===== config.mk =====
export PLATFORM = sky130hd
export DESIGN_NAME = chan_reader_flat
export DESIGN_NICKNAME = d
export VERILOG_FILES = /design/src/rtl/chan_reader_if.sv /design/src/rtl/chan_reader.sv /design/src/flat_wrapper.sv
export SDC_FILE = /design/constraint.sdc
export NUM_CORES = 1
export LEC_CHECK = 0
export CAP_MARGIN = 30
export CORE_ASPECT_RATIO = 0.5
export CORE_MARGIN = 2
export CORE_UTILIZATION = 40
export CTS_BUF_LIST = sky130_fd_sc_hd__clkbuf_4 sky130_fd_sc_hd__clkbuf_8 sky130_fd_sc_hd__clkbuf_16
export CTS_CLUSTER_SIZE = 24
export DETAILED_ROUTE_END_ITERATION = 16
export GPL_TIMING_DRIVEN = 1
export PLACE_DENSITY = 0.68
export SYNTH_ARGS = -nofsm -noshare
export SYNTH_HDL_FRONTEND = slang
export SYNTH_SLANG_ARGS = --single-unit

===== constraint.sdc =====
create_clock -name CLK -period 2.1 [get_ports CLK]
set_clock_uncertainty 0.1 [all_clocks]
set_input_delay 0.63 -clock CLK [delete_from_list [all_inputs] [get_ports CLK]]
set_output_delay 0.63 -clock CLK [all_outputs]
set_load 0.01 [all_outputs]

===== src/rtl/chan_reader_if.sv =====
// Channel-side handshake between a one-entry bypass FIFO and its consumer endpoint.
// The channel drives head status and data. The consumer drives the dequeue strobe.
interface chan_reader_if #(
    parameter int width = 1
);
    logic             NOT_EMPTY;
    logic [width-1:0] DEQ_VALUE;
    logic             DEQ;

    modport master (
        output NOT_EMPTY,
        output DEQ_VALUE,
        input  DEQ
    );

    modport slave (
        input  NOT_EMPTY,
        input  DEQ_VALUE,
        output DEQ
    );
endinterface


===== src/rtl/chan_reader.sv =====
// Consumer endpoint: takes one token per model cycle from a bypass FIFO channel and holds it.
// It also counts model cycles and WAIT stalls, and latches a sticky flag on early RESET.
module chan_reader #(
    parameter int width = 1,
    parameter int cntw  = 16
) (
    input  logic             CLK,
    input  logic             RST_N,
    chan_reader_if.slave     chan,
    input  logic             RESET,
    output logic [width-1:0] OUT_READ,
    output logic             OUT_READ_VALID,
    output logic             DONE,
    output logic             ERROR,
    output logic [cntw-1:0]  CYCLE_COUNT,
    output logic [cntw-1:0]  STALL_COUNT
);
    typedef enum logic {
        WAIT = 1'b0,
        HAVE = 1'b1
    } state_t;

    state_t            state_reg, state_next;
    logic [width-1:0]  data_reg, data_next;
    logic              error_reg, error_next;
    logic [cntw-1:0]   cycle_reg, cycle_next;
    logic [cntw-1:0]   stall_reg, stall_next;
    logic              deq;
    logic              done;

    always_ff @(posedge CLK or negedge RST_N) begin
        if (!RST_N) begin
            state_reg <= WAIT;
        end else begin
            state_reg <= state_next;
        end
    end

    // A RESET that coincides with a dequeue ends the cycle with that token, so stay in WAIT.
    always_comb begin
        state_next = state_reg;
        case (state_reg)
            WAIT:    if (deq && !RESET) state_next = HAVE;
            HAVE:    if (RESET)         state_next = WAIT;
            default: state_next = WAIT;
        endcase
    end

    // DEQ is gated by RST_N so that the channel is never popped while reset is held.
    always_comb begin
        deq      = 1'b0;
        done     = 1'b0;
        OUT_READ = data_reg;
        case (state_reg)
            WAIT: begin
                deq  = chan.NOT_EMPTY & RST_N;
                done = deq;
                if (deq) OUT_READ = chan.DEQ_VALUE;
            end
            HAVE:    done = 1'b1;
            default: done = 1'b0;
        endcase
    end

    assign chan.DEQ       = deq;
    assign DONE           = done;
    assign OUT_READ_VALID = done;
    assign ERROR          = error_reg;
    assign CYCLE_COUNT    = cycle_reg;
    assign STALL_COUNT    = stall_reg;

    always_comb begin
        data_next  = deq ? chan.DEQ_VALUE : data_reg;
        error_next = error_reg | (RESET & ~done);
        cycle_next = (RESET && done) ? cycle_reg + cntw'(1) : cycle_reg;
        stall_next = stall_reg;
        if (state_reg == WAIT && !chan.NOT_EMPTY && stall_reg != {cntw{1'b1}})
            stall_next = stall_reg + cntw'(1);
    end

    always_ff @(posedge CLK or negedge RST_N) begin
        if (!RST_N) begin
            data_reg  <= '0;
            error_reg <= 1'b0;
            cycle_reg <= '0;
            stall_reg <= '0;
        end else begin
            data_reg  <= data_next;
            error_reg <= error_next;
            cycle_reg <= cycle_next;
            stall_reg <= stall_next;
        end
    end
endmodule


===== src/flat_wrapper.sv =====
// flat-port wrapper written by rule: the top's interface ports become plain ports
module chan_reader_flat 
#(
    parameter int width = 1,
    parameter int cntw  = 16
)
  (CLK, RST_N, RESET, OUT_READ, OUT_READ_VALID, DONE, ERROR, CYCLE_COUNT, STALL_COUNT, chan_NOT_EMPTY, chan_DEQ_VALUE, chan_DEQ);
  chan_reader_if #(.width(width)) chan_i ();
  input  logic CLK;
  input  logic RST_N;
  input  logic RESET;
  output logic [width-1:0] OUT_READ;
  output logic OUT_READ_VALID;
  output logic DONE;
  output logic ERROR;
  output logic [cntw-1:0] CYCLE_COUNT;
  output logic [cntw-1:0] STALL_COUNT;
  input wire logic [$bits(chan_i.NOT_EMPTY)-1:0] chan_NOT_EMPTY;
  input wire logic [$bits(chan_i.DEQ_VALUE)-1:0] chan_DEQ_VALUE;
  output wire logic [$bits(chan_i.DEQ)-1:0] chan_DEQ;
  assign chan_i.NOT_EMPTY = chan_NOT_EMPTY;
  assign chan_i.DEQ_VALUE = chan_DEQ_VALUE;
  assign chan_DEQ = chan_i.DEQ;
  chan_reader #(.width(width), .cntw(cntw)) u_core (.CLK(CLK), .RST_N(RST_N), .chan(chan_i), .RESET(RESET), .OUT_READ(OUT_READ), .OUT_READ_VALID(OUT_READ_VALID), .DONE(DONE), .ERROR(ERROR), .CYCLE_COUNT(CYCLE_COUNT), .STALL_COUNT(STALL_COUNT));
endmodule

==> results.tsv <==
stage	metric	value	unit
placed_design	io_buffer_count	41	
floorplan	start_util	0.418	
flow_run	max_cap_viol_count	0	
yosys	synth_common_cells	dfrtp_1, xnor2_1, nand2_1	
setup_path	cp-start-kind	input pin	
route	ant_nets	0	
sta	rsz0062_at_grt	no	
clocking	htreeDepth	2	
sta	setup_tns	0	ns
sta	fmax	486	MHz
route	dr.pass1.iters	4	
power_and_ir_drop	ir_drop	0.000552	V
final_layout	antenna_cells	0	
sta	min_period_over_period	0.980	
global_route	grt_max_degree	36	
global_route	antenna_found_initial	0	
floorplan	design.die.area	0.00464	mm2
setup_path	r2r_cells	5	
route	drc	0	
yosys	syn-num-nets	148	
clocking	clkTransAtPathRegs	0.07	ns
global_route	grt_first_pass_wirelength	5930	um
global_route	grt-ovfl-total	0	
route	wl_per_cell	12.9	um
route	via_count	1271	
placed_design	dp_hpwl	2420	um
global_route	grt_pass1_vias	1269	
setup_path	timing.rr.start	u_core.state_reg$_DFF_PN0_	
placed_design	gp_congestion	0.772	
worst_hold_path	worstHoldPathCells	1	
setup_path	crit_arrival	1.33	ns
worst_hold_path	min_from	u_core.ERROR$_DFF_PN0_	
worst_hold_path	hold_class	reg -> reg	
yosys	yosysUniqueCellTypes	27	
yosys	synth_area	0.00163	mm2
worst_hold_path	holdPathEnd	u_core.ERROR$_DFF_PN0_	
setup_path	reg2reg_slack	0.19	ns
floorplan	ios	42	
yosys	synth_edf_count	0	
setup_path	worstSetupPathType	in -> out	
placed_design	dp.cells	249	
power_and_ir_drop	cellLeakagePower	1.05	nW
yosys	synth_top_cell_area_share	0.536	
route	drt-total-wl	3330	um
yosys	yosys_warnings	0	
clocking	insertion_delay	0.28	ns
clocking	cts_sinks	35	
floorplan	core.rowCount	16	
sta	layout_min_cycle_time	2.06	ns
yosys	synth_top_flop_cell	dfrtp_1	
setup_path	required	1.37	ns
final_layout	area_delta_synth_final	43.4	%
final_layout	fin_cells	258	
power_and_ir_drop	power_density	916	mW/mm2
yosys	async_flop_share	1.00	
clocking	cts_max_path_buffers	2	
placed_design	place_ws	-0.806	ns
yosys	yosys.cell_count.top_type	dfrtp_1	
clocking	numCtsBuffers	5	
setup_path	critPathMaxFanout	2	
sta	worstMarginPinSlew	0.512	ns
setup_path	rr_endpoint	u_core.STALL_COUNT[15]$_DFFE_PN0P_	
run_status	status	finished clean	
sta	fin_hold_ws	0.354	ns
global_route	grtUsageTotal	0.165	
sta	relSlewSlack	0.656	
clocking	clock-root-buffer	clkbuf_8	
final_layout	nets	210	
final_layout	drive_gt1_frac	0.230	
power_and_ir_drop	total_power	2.15	mW
route	drt_iter0_markers	44	
yosys	synth.avg_cell_area	11.6	um2
final_layout	finish.instance_area	0.00234	mm2
final_layout	fillers	333	
clocking	cts_tree	yes	
floorplan	die_w	94.4	um
floorplan	die_h	49.2	um
yosys	ys_top_cells_by_area	dfrtp_1, xnor2_1, xor2_1	
sta	setup_viol	0	
final_layout	post-route-util	0.600	
sta	setup_ws	0.0424	ns
placed_design	place_area	0.00221	mm2
route	via_per_inst	4.93	
sta	hold_violations	0	
clocking	cts_hold_buf	0	
yosys	synth_seq_cells	35	
yosys	synthCells	141	
sta	maxSlewViolCount	0	
yosys	synth_area_leader_cell	dfrtp_1	
floorplan	design.core.area	0.00390	mm2
setup_path	end_kind	primary output	
yosys	ys_seq_area_frac	0.536	
-- layer usage --
metal  up-vias  track usage  share of wire
li1        623            -              -
met1       627        0.215           0.47
met2        18        0.265           0.49
met3         3       0.0417          0.028
met4         0       0.0652         0.0072
met5         -            0              0
-- critical path, stage by stage --
cell and delay, ns:
buf_2 0.10, nand2_2 0.07, nor2_4 0.10, mux2_4 0.31
buf_6 0.12
-- report_power, final --
| group | switching [mW] | internal (mW) | total (mW) |
|---|---|---|---|
| Combinational | 0.250 | 0.338 | 0.588 |
| Clock | 0.239 | 0.384 | 0.623 |
| Sequential | 0.142 | 0.793 | 0.935 |
| Total | 0.631 | 1.51 | 2.15 |
-- logic make-up (layout without fill, tap and decap cells) --
group	count (synthesis)	after routing	share of synthesized area
AND/OR/NAND/NOR	63	63	0.240
flip-flops	35	35	0.536
adder cells (fa/ha/maj)	2	2	0.0153
multiplexers	4	4	0.0276
XOR/XNOR	29	29	0.156
AO/OA/AOI/OAI	4	4	0.0138
buffers and inverters	4	67	0.0115
-- how the worst max path moves through the flow --
| stage | depth (start not counted) | from | endpoint | slack, ns |
|---|---|---|---|---|
| floorplan | 3 | chan_NOT_EMPTY | OUT_READ | 0.06 |
| global placement | 5 | RST_N | OUT_READ | -0.79 |
| detailed placement | 5 | RST_N | OUT_READ | -0.81 |
| CTS | 1 | u_core.STALL_COUNT[4]$_DFFE_PN0P_ | STALL_COUNT[4] | 0.03 |
| global route | 1 | u_core.CYCLE_COUNT[7]$_DFFE_PN0P_ | CYCLE_COUNT[7] | 0.005 |
| finish | 5 | RST_N | OUT_READ | 0.04 |
-- final cells by class --
| type | count | area (um2) | share of cell area |
|---|---|---|---|
| inverters | 3 | 11.3 | 0.00481 |
| flip-flops and latches | 35 | 880 | 0.376 |
| clock buffers | 6 | 82.6 | 0.0353 |
| multi-input cells | 102 | 764 | 0.326 |
| clock inverters | 2 | 35.0 | 0.0150 |
| repair buffers | 56 | 502 | 0.214 |
| well taps | 54 | 67.6 | 0.0288 |
-- placed cells by master (no fill, tap or decap), drive strengths merged, types with 2 or more instances in the layout --
cell	count
nand4	12
and3	5
nor2	7
clkdlybuf4s50	34
dlygate4sd2	2
o21ai	2
buf	20
mux2	4
nand2	13
inv	3
xnor2	18
clkbuf	6
nor4	6
xor2	11
nor4b	2
dfrtp	35
ha	2
nor3	5
nand3	8
-- what timing repair did --
item	4_1_cts	5_1_grt
setup endpoints to repair	10	5
setup buffers	1	0
hold endpoints to repair	0	0
resized for setup	28	4
pin swaps	2	1
Power figures use the tool's default switching activity.
